**config.mk**
```make
export PLATFORM = sky130hd
export DESIGN_NAME = rcv_ctrl
export DESIGN_NICKNAME = d
export VERILOG_FILES = /design/src/rtl/rcv_pkg.sv /design/src/rtl/rcv_sync_edge.sv /design/src/rtl/rcv_ctrl.sv
export SDC_FILE = /design/constraint.sdc
export NUM_CORES = 1
export LEC_CHECK = 0
export ABC_AREA = 1
export BUFFER_PORTS_ARGS = -buffer_cell sky130_fd_sc_hd__buf_2
export CAP_MARGIN = 10
export CORE_MARGIN = 2
export CORE_UTILIZATION = 35
export DETAILED_ROUTE_END_ITERATION = 16
export RECOVER_POWER = 50
export SLEW_MARGIN = 20
export SYNTH_ARGS = -nofsm -noshare
export SYNTH_HDL_FRONTEND = slang
export SYNTH_SLANG_ARGS = --single-unit
```
**constraint.sdc**
```tcl
create_clock -name clk -period 1.08 [get_ports clk]
set_input_delay 0.216 -clock clk [delete_from_list [all_inputs] [get_ports clk]]
set_output_delay 0.216 -clock clk [all_outputs]
set_load 0.1 [all_outputs]
```
**src/rtl/rcv_pkg.sv**
```systemverilog
// rcv_pkg: shared types and constants for the UART receive controller.
package rcv_pkg;
   typedef enum logic [2:0] {IDLE, START, RECV, STOP_CHK, LOAD} rcv_state_t;
   localparam int RCV_DATA_BITS = 8;
   localparam int FRAME_BITS = RCV_DATA_BITS + 1;
   localparam logic [31:0] RX_IDLE_VAL = '1;
endpackage

```
**src/rtl/rcv_sync_edge.sv**
```systemverilog
// rcv_sync_edge: serial_in synchroniser plus 1->0 start-edge detector.
module rcv_sync_edge #(
   parameter int SYNC_STAGES = 2
) (
   input  logic clk,
   input  logic rst,
   input  logic d_i,
   output logic sync_o,
   output logic start_edge_o
);
   logic [SYNC_STAGES-1:0] sync_q;
   logic                   prev_q;
   always_ff @(posedge clk or posedge rst) begin
      if (rst) begin
         sync_q <= '1;
         prev_q <= 1'b1;
      end else begin
         sync_q <= {sync_q[SYNC_STAGES-2:0], d_i};
         prev_q <= sync_q[SYNC_STAGES-1];
      end
   end
   assign sync_o       = sync_q[SYNC_STAGES-1];
   assign start_edge_o = prev_q & ~sync_q[SYNC_STAGES-1];
endmodule

```
**src/rtl/rcv_ctrl.sv**
```systemverilog
// rcv_ctrl: UART receive FSM, shift register and host-side status flags.
// Optional RCV_BREAK_DETECT_EN adds break_detect and a wait-for-idle-line after a break.
module rcv_ctrl
   import rcv_pkg::*;
#(
   parameter int DATA_BITS   = FRAME_BITS - 1,
   parameter int SYNC_STAGES = 2
) (
   input  logic                 clk,
   input  logic                 rst,
   input  logic                 serial_in,
   input  logic                 shift_enable,
   input  logic                 packet_done,
   input  logic                 data_read,
   output logic                 enable_timer,
   output logic [DATA_BITS-1:0] rx_data,
   output logic                 data_ready,
   output logic                 overrun_error,
`ifdef RCV_BREAK_DETECT_EN
   output logic                 break_detect,
`endif
   output logic                 framing_error
);
   rcv_state_t           state_q, state_d;
   logic [DATA_BITS:0]   sreg_q, sreg_d;
   logic [DATA_BITS-1:0] rx_data_q, rx_data_d;
   logic                 ready_q, ready_d, ovr_q, ovr_d, ferr_q, ferr_d;
   logic                 sync_in, start_edge, wait_idle;
`ifdef RCV_BREAK_DETECT_EN
   logic                 brk_q, brk_d, wait_q, wait_d;
   assign wait_idle    = wait_q;
   assign break_detect = brk_q;
`else
   assign wait_idle = 1'b0;
`endif

   rcv_sync_edge #(.SYNC_STAGES(SYNC_STAGES)) u_sync (
      .clk         (clk),
      .rst         (rst),
      .d_i         (serial_in),
      .sync_o      (sync_in),
      .start_edge_o(start_edge)
   );

   always_ff @(posedge clk or posedge rst) begin
      if (rst) begin
         state_q   <= IDLE;
         sreg_q    <= '1;
         rx_data_q <= DATA_BITS'(RX_IDLE_VAL);
         ready_q   <= 1'b0;
         ovr_q     <= 1'b0;
         ferr_q    <= 1'b0;
`ifdef RCV_BREAK_DETECT_EN
         brk_q     <= 1'b0;
         wait_q    <= 1'b0;
`endif
      end else begin
         state_q   <= state_d;
         sreg_q    <= sreg_d;
         rx_data_q <= rx_data_d;
         ready_q   <= ready_d;
         ovr_q     <= ovr_d;
         ferr_q    <= ferr_d;
`ifdef RCV_BREAK_DETECT_EN
         brk_q     <= brk_d;
         wait_q    <= wait_d;
`endif
      end
   end

   always_comb begin
      state_d   = state_q;
      sreg_d    = sreg_q;
      rx_data_d = rx_data_q;
      ready_d   = data_read ? 1'b0 : ready_q;
      ovr_d     = data_read ? 1'b0 : ovr_q;
      ferr_d    = ferr_q;
`ifdef RCV_BREAK_DETECT_EN
      brk_d     = brk_q;
      wait_d    = sync_in ? 1'b0 : wait_q;
`endif
      case (state_q)
         IDLE: state_d = (start_edge && !wait_idle) ? START : IDLE;
         START: begin
            ferr_d  = 1'b0;
            sreg_d  = '1;
            state_d = RECV;
`ifdef RCV_BREAK_DETECT_EN
            brk_d   = 1'b0;
`endif
         end
         RECV: begin
            sreg_d  = shift_enable ? {sync_in, sreg_q[DATA_BITS:1]} : sreg_q;
            state_d = packet_done ? STOP_CHK : RECV;
         end
         STOP_CHK: begin
`ifdef RCV_BREAK_DETECT_EN
            if (sreg_q == '0) begin
               brk_d  = 1'b1;
               wait_d = 1'b1;
            end
`endif
            ferr_d  = ~sreg_q[DATA_BITS];
            state_d = sreg_q[DATA_BITS] ? LOAD : IDLE;
         end
         LOAD: begin
            // A read in this same cycle consumes the old byte, so no overrun.
            rx_data_d = sreg_q[DATA_BITS-1:0];
            ready_d   = 1'b1;
            ovr_d     = (ready_q && !data_read) ? 1'b1 : ovr_d;
            state_d   = IDLE;
         end
         default: state_d = IDLE;
      endcase
   end

   assign enable_timer  = (state_q == RECV);
   assign rx_data       = rx_data_q;
   assign data_ready    = ready_q;
   assign overrun_error = ovr_q;
   assign framing_error = ferr_q;
endmodule

```
Word-level counts from Yosys, hierarchy flattened
Index checks and enable logic that the tools add are counted.
{"block": "classes", "mux": 12, "n_eq_ne": 5, "reduce_logical": 7, "bitwise": 3}
{"cell": "one-hot mux 9 bit (2 select lines)", "n": 1}
{"cell": "one-hot mux 3 bit (4 select lines)", "n": 1}
{"cell": "two-way mux 9 bit", "n": 1}
{"cell": "two-way mux 1 bit", "n": 7}
{"cell": "equality test 3 x 2 -> 1 bit (second input constant)", "n": 2}
{"cell": "nonzero test 2 bit", "n": 3}
{"cell": "equality test 3 x 1 -> 1 bit (second input constant)", "n": 1}
{"cell": "equality test 3 bit (second input constant)", "n": 1}
{"cell": "zero test 3 bit", "n": 1}
{"cell": "two-way mux 3 bit", "n": 1}
{"cell": "!= test 2 bit (second input constant)", "n": 1}
{"cell": "inverter 1 bit", "n": 2}
{"cell": "one-hot mux 1 bit (2 select lines)", "n": 1}
{"cell": "AND reduction 2 bit", "n": 1}
{"cell": "bitwise AND 1 bit", "n": 1}
{"cell": "logical AND 1 bit", "n": 1}
{"cell": "zero test 1 bit", "n": 1}
{"block": "totals", "in_bits": 6, "elab_cells": 35, "output_inout_bits": 12, "reg_bits": 26}

Longest topological paths before layout
Gate-level depths: netlist of the first run.
{"block": "logic_depth", "depth_word": 4, "mapped_depth": 6, "depth_no_buf": 5}

Cells and area by module
A second synthesis of the first run with hierarchy kept.
{"block": "hier_totals", "cells_unflattened": 120, "area_unflattened_um2": 1099.8}
{"module": "rcv_ctrl", "seq_area_each_um2": 596.8, "n_inst": 1, "cells_per_inst": 114, "area_per_inst_um2": 1007.2}
{"module": "rcv_sync_edge", "seq_area_each_um2": 78.8, "n_inst": 1, "cells_per_inst": 6, "area_per_inst_um2": 92.6}

Worst setup path after synthesis of the first run
No wires, ideal clock.
{"block": "synth_timing", "kind": "reg2reg", "startpoint": "register state_q[2]", "endpoint": "register state_q[0]", "t_arrival_ns": 1.378, "setup_ns": 0.067, "path_stages_with_launch": 6, "n_path_buf": 0, "t_required_ns": 1.013, "path_slack_ns": -0.366, "synth_period_minus_slack_ns": 1.446, "path_cell_list": "dfrtp_1 -> inv_1 -> nand3_1 -> inv_1 -> nand2_1 -> nand2_1"}
{"block": "synth_between", "elab_chain_cells": 2, "word_cells_on_any_way": 5, "classes_between": "3 x eq/ne; 1 x mux; 1 x reduce/logical"}
{"item": "start, declared", "line_no": "rcv_ctrl.sv:24", "text": "rcv_state_t state_q, state_d;"}
{"item": "start signal, assigned", "line_no": "rcv_ctrl.sv:58", "text": "state_q <= state_d;"}
{"item": "equality test 3 x 2 -> 1 bit"}
{"item": "named net enable_timer", "line_no": "rcv_ctrl.sv:15", "text": "output logic enable_timer,"}
{"item": "one-hot mux 3 bit (4 select lines)", "line_no": "rcv_ctrl.sv:82", "text": "case (state_q)"}
{"item": "named net state_d[0]", "line_no": "rcv_ctrl.sv:24"}
The timed path passes the listed nets, and every way through them passes these cells.
A chain may end at the register's enable or synchronous reset.

Worst setup path in the final report of the first run
{"block": "layout_timing", "startpoint": "register state_q[1]", "endpoint": "output port enable_timer"}
{"block": "layout_between", "elab_chain_cells": 1}
{"item": "equality test 3 x 2 -> 1 bit", "line_no": "rcv_ctrl.sv:117", "text": "assign enable_timer = (state_q == RECV);"}
{"item": "end, declared", "line_no": "rcv_ctrl.sv:15"}
No other way between the ends.

==> results of run 1 <==
routing by layer:
layer | up-vias | global-route usage [%]
li1 | 466 | -
met1 | 471 | 19.6
met2 | 16 | 26.1
met3 | 2 | 2.16
met4 | 0 | 7.94
met5 | - | 0
kinds of logic (layout without fill, tap and decap cells):
kind of cell / count (synthesis) / after routing
simple gates: 62 / 63
buf+inv: 19 / 59
compound gates: 10 / 10
flops: 26 / 26
state kept, by name (all words and copies together) (netlist names):
name	cells
state_q	3
rx_data	8
framing_error	1
overrun_error	1
data_ready	1
u_sync.prev_q	1
sreg_q	9
u_sync.sync_q	2
critical path, cell delays in order (launching register included):
cell and delay, ns:
dfrtp_1 0.42, buf_6 0.13, nand3_4 0.08, clkinvlp_4 0.11, buf_12 0.17
metrics by stage:
| stage | hold WS [ns] | worst slack (ns) | area [µm²] | setup TNS (ns) | std cells |
|---|---|---|---|---|---|
| floorplan | 0.220 | -0.239 | 1100 | -0.669 | 117 |
| global placement | 0.276 | -0.0375 | 1470 | -0.271 | 173 |
| detailed placement | 0.280 | -0.0887 | 1470 | -0.699 | 173 |
| CTS | 0.0678 | -0.379 | 1660 | -2.71 | 185 |
| global route | 0.0838 | -0.433 | 1820 | -6.14 | 191 |
| finish | 0.0923 | -0.375 | 1820 | -4.40 | 191 |
cell usage after synthesis, drive strengths merged:
| master | instances |
|---|---|
| nand4 | 1 |
| nor2 | 3 |
| clkbuf | 1 |
| buf | 2 |
| inv | 16 |
| dfrtp | 6 |
| nand2 | 26 |
| dfstp | 20 |
| o21ai | 10 |
| nand3 | 32 |
worst paths after layout:
check,endpoint,startpoint,cells past startpoint
min,state_q[0],packet_done,3
max reg2reg,rx_data[3],state_q[0],6
max in group asynchronous,framing_error,rst,4
max,enable_timer,state_q[1],4
min in group asynchronous,overrun_error,rst,4
min reg2reg,u_sync.sync_q[1],u_sync.sync_q[0],0
repair_timing:
| item | 4_1_cts | 5_1_grt |
|---|---|---|
| hold buffers | 2 | 0 |
| setup buffers | 5 | 4 |
| resized for setup | 29 | 19 |
| hold endpoints to repair | 7 | 0 |
| pin swaps | 0 | 4 |
| cloned | 1 | 3 |
| setup endpoints to repair | 21 | 33 |
placed cells by master (no fill, tap or decap):
master	instances
inv_1	13
clkbuf_4	3
buf_8	1
buf_12	14
nand3_2	2
nand2_4	3
clkinvlp_4	1
dfrtp_2	3
clkbuf_2	1
dfrtp_1	3
o21ai_0	1
inv_2	1
clkbuf_16	2
buf_4	5
nor2_4	2
buf_6	9
nor2_1	1
nand3_4	4
o21ai_1	1
dlygate4sd3_1	2
buf_2	5
dfstp_2	20
nand4_1	1
o21ai_2	8
nand3_1	27
clkbuf_8	1
inv_4	1
nand2_1	22
nand2_2	1
final cells by class:
cell class / count / area, µm²
Fill cell: 236 / 1180
Sequential cell: 26 / 679
Timing Repair Buffer: 39 / 534
Multi-Input combinational cell: 73 / 460
Inverter: 16 / 66.3
Tap cell: 33 / 41.3
Clock buffer: 4 / 36.3
==> impl_metrics.ini, run 1 <==
[status]
run_status = finished with violations
violations = setup timing

[setup_path]
end_kind = primary output
r2r_setup_slack_ns = -0.15
crit_fanout = 2
worst_setup_path_start_kind = flop
critical_path_arrival_ns = 1.24
critPathRequiredTime_ns = 0.86
worstSetupPathType = reg2out

[synth]
ys_seq_area_share_pct = 62.1
synth_area_mm2 = 0.00109
synth_fa_ha_area_share_pct = 0
synth_xor_area_share_pct = 0
synth_mux_area_share_pct = 0
synth_top_family_by_area = simple AND/OR/NAND/NOR gates
ys_ff_latch = 26
synth_simple_gate_area_share_pct = 26.2
synthTopCellsByArea = dfstp_2 48%, nand3_1 14%, dfrtp_1 14%
netlist_instances = 117
synth_top_area_cell = dfstp_2
synth_warnings = 0
yosysUniqueCellTypes = 14
avgSynthCellArea_um2 = 9.29
synth_compound_area_share_pct = 4.60
synth.top_cell.area_share_pct = 48.3
syn-num-nets = 123

[route]
wl_per_cell_um = 14.4
vias_per_cell = 5.00
met3WireLength_um = 80
wl_met1_mm = 1.12
drt_iter0_drc = 48
first_pass_iters = 4
via_count = 955
ant_nets = 0
top_layer_used = met4
met2_length_mm = 1.52
drt_wl_total_mm = 2.75
drc_errors = 0

[finish]
num-nets-final = 165
drive_gt1_share_pct = 55.1
syn_to_final_growth_pct = 67.2
fin_util_pct = 60.5
n_antenna_cell = 0

[global_route]
grt_overflow_total = 0
track_usage_pct = 15.6
antenna_found_initial = 0
grt_pass1_vias = 946
grt_pass1_wl_mm = 4.15
grt_max_degree = 27

[die]
start_util_pct = 36.2
dieHeight_um = 59.7
coreArea_mm2 = 0.00300
rows = 20
die_w_um = 59.7
io_pins = 18
dieArea_mm2 = 0.00357

[flow_run]
max_cap_viol_count = 0

[cts]
insertion_delay_ns = 0.32
cts_tree = built
clockBufferDepth = 2
cts.clk_slew.worst_paths_ns = 0.14
cts_root_buf = clkbuf_4
clkSinkCount = 26
numCtsBuffers = 3
htree_levels = 1

[place]
gp_congestion = 0.823
place_hpwl_mm = 1.57
io_buffers = 17

[sta]
finalCritPeriodShare_pct = 135
tightest_slew_ns = 0.619
rsz0062_at_grt = yes
fin_crit_ns = 1.45
setup_viol = 32
max_slew_margin_pct = 58.7
fin_ws_ns = -0.375
max_freq_mhz = 688
finalMaxSlewViolations = 0
fin_skew_ns = 0.00416
finalHoldViolCount = 0

[worst_hold_path]
min_path_type = in2reg
Power of run 1 is not shown: default switching activity piles up to over one toggle a cycle in this logic, so the estimate is an artifact.
==> inputs of run 2 (changes only) <==
Settings changed: CORE_ASPECT_RATIO set to 1.5.
Clock period 1.08 ns to 1.3 ns, I/O delays scaled along.
==> run 2 against run 1 <==
The flow still finishes with violations (setup timing). Sequential share of layout area grew 6.8 points. Sequential cell count unchanged. Via count is 6.7% lower. Register-to-register slack better by 0.22 ns. Routed wire length decreased by 17%. Die area is 0.26% higher. Non-clock buffer count fell by 13.
==> impl_metrics.ini, run 2 (synthesis results as in run 1) <==
[cts]
cts_root_buf = clkbuf_8
cts.clk_slew.worst_paths_ns = 0.09
htree_levels = 1
insertion_delay_ns = 0.27
hold_buffers = 0
cts_tree = built
clockBufferDepth = 2
clkSinkCount = 26
numCtsBuffers = 3

[sta]
finalMaxSlewViolations = 0
tightest_slew_ns = 0.629
fin_crit_ns = 1.37
rsz0062_at_grt = yes
setup_viol = 1
finalCritPeriodShare_pct = 105
fin_ws_ns = -0.0714
setup_tns_ns = -0.0714
finalHoldViolCount = 0
fin_skew_ns = 0.00590
max_slew_margin_pct = 58.1
max_freq_mhz = 729

[die]
coreArea_mm2 = 0.00294
dieArea_mm2 = 0.00358
die_w_um = 49.5
rows = 24
start_util_pct = 36.9
io_pins = 18
dieHeight_um = 72.3

[finish]
layout_common_cells = 30 x nand3_1, 23 x nand2_1, 20 x dfstp_2
n_antenna_cell = 0
nFillCells = 300
ff_latch_area_um2 = 677
largest_reg_flops = 9
layout.cells.non_filler = 183
drive_gt1_share_pct = 41.7
syn_to_final_growth_pct = 41.0
multi_input_area_um2 = 358
fin_area_mm2 = 0.00153
final_common_cell = nand3_1
top_register = sreg_q
num-nets-final = 151

[global_route]
grt_max_degree = 27
met1_usage_pct = 15.9
grt_pass1_wl_mm = 3.94
grtUsageMet3_pct = 1.65
grtUsageMet2_pct = 26.0
grt_overflow_total = 0
busiest_layer = met2
track_usage_pct = 14.2
grt_pass1_vias = 900
antenna_found_initial = 0

[route]
wl_per_cell_um = 12.4
drc_errors = 0
vias_per_cell = 4.87
drt_iter0_drc = 26
via_count = 891
ant_nets = 0
drt_wl_total_mm = 2.27
first_pass_iters = 4

[setup_path]
end_kind = primary output
r2r-start = state_q[2]
critPathRequiredTime_ns = 1.04
worstSetupPathType = reg2out
r2r_setup_slack_ns = 0.07
crit_fanout = 4
slowest_delay_ns = 0.45
cp_slowest_cell = dfrtp_2
worst_setup_path_start_kind = flop
r2r_cells = 5
worstReg2RegEnd = sreg_q[3]
worstPathCellList = nand3_4 -> clkinvlp_4 -> buf_12
critical_path_arrival_ns = 1.11

[flow_run]
max_cap_viol_count = 0

[worst_hold_path]
hold_depth = 1
worstHoldStart = serial_in
min_path_type = in2reg
hold_end = u_sync.sync_q[0]

[place]
place_hpwl_mm = 1.63
gp_congestion = 0.771
place_inst = 175
postPlaceCellArea_mm2 = 0.00143
io_buffers = 17
place_ws_ns = 0.0773

[status]
run_status = finished with violations
violations = setup timing
run 2: worst max-delay path by stage:
stage              endpoint        from  slack [ns]
2_1_floorplan    state_q[0]  state_q[2]       -0.02
3_3_place_gp     rx_data[4]  state_q[1]        0.12
3_5_place_dp     rx_data[4]  state_q[1]        0.08
4_1_cts        enable_timer  state_q[1]       -0.09
5_1_grt        enable_timer  state_q[1]       -0.11
6_report       enable_timer  state_q[1]       -0.07
run 2: area by class of cell:
type | instances | share of cell area [%]
Multi-Input combinational cell | 72 | 23.3
Sequential cell | 26 | 44.2
Clock buffer | 4 | 3.59
Timing Repair Buffer | 26 | 21.6
Inverter | 16 | 4.16
Tap cell | 39 | 3.18
run 2: per-layer routing:
| layer | share of wire [%] | up-vias |
|---|---|---|
| li1 | - | 434 |
| met1 | 39 | 431 |
| met2 | 56 | 20 |
| met3 | 2.7 | 6 |
| met4 | 3.0 | 0 |
| met5 | 0 | - |
run 2: worst max-delay path, delay by kind of cell, from the launching register on:
kind / cells / cell delay [ns]
DFF: 1 / 0.45
buffers and inverters: 2 / 0.28
and+or+nand+nor: 1 / 0.11
run 2: per-stage QoR:
stage,hold WS [ns],util (%)
after floorplan,0.264,-
after global placement,0.321,48.6
after detailed placement,0.329,48.6
after CTS,0.0350,51.9
after global routing,0.0768,52.1
final,0.0791,52.1
run 2: what timing repair did:
item,4_1_cts,5_1_grt
pin swaps,1,1
buffers inserted,4,0
gates cloned,0,0
setup endpoints to repair,1,15
gates resized for setup,3,3
Power of run 2 is left out for the same reason.
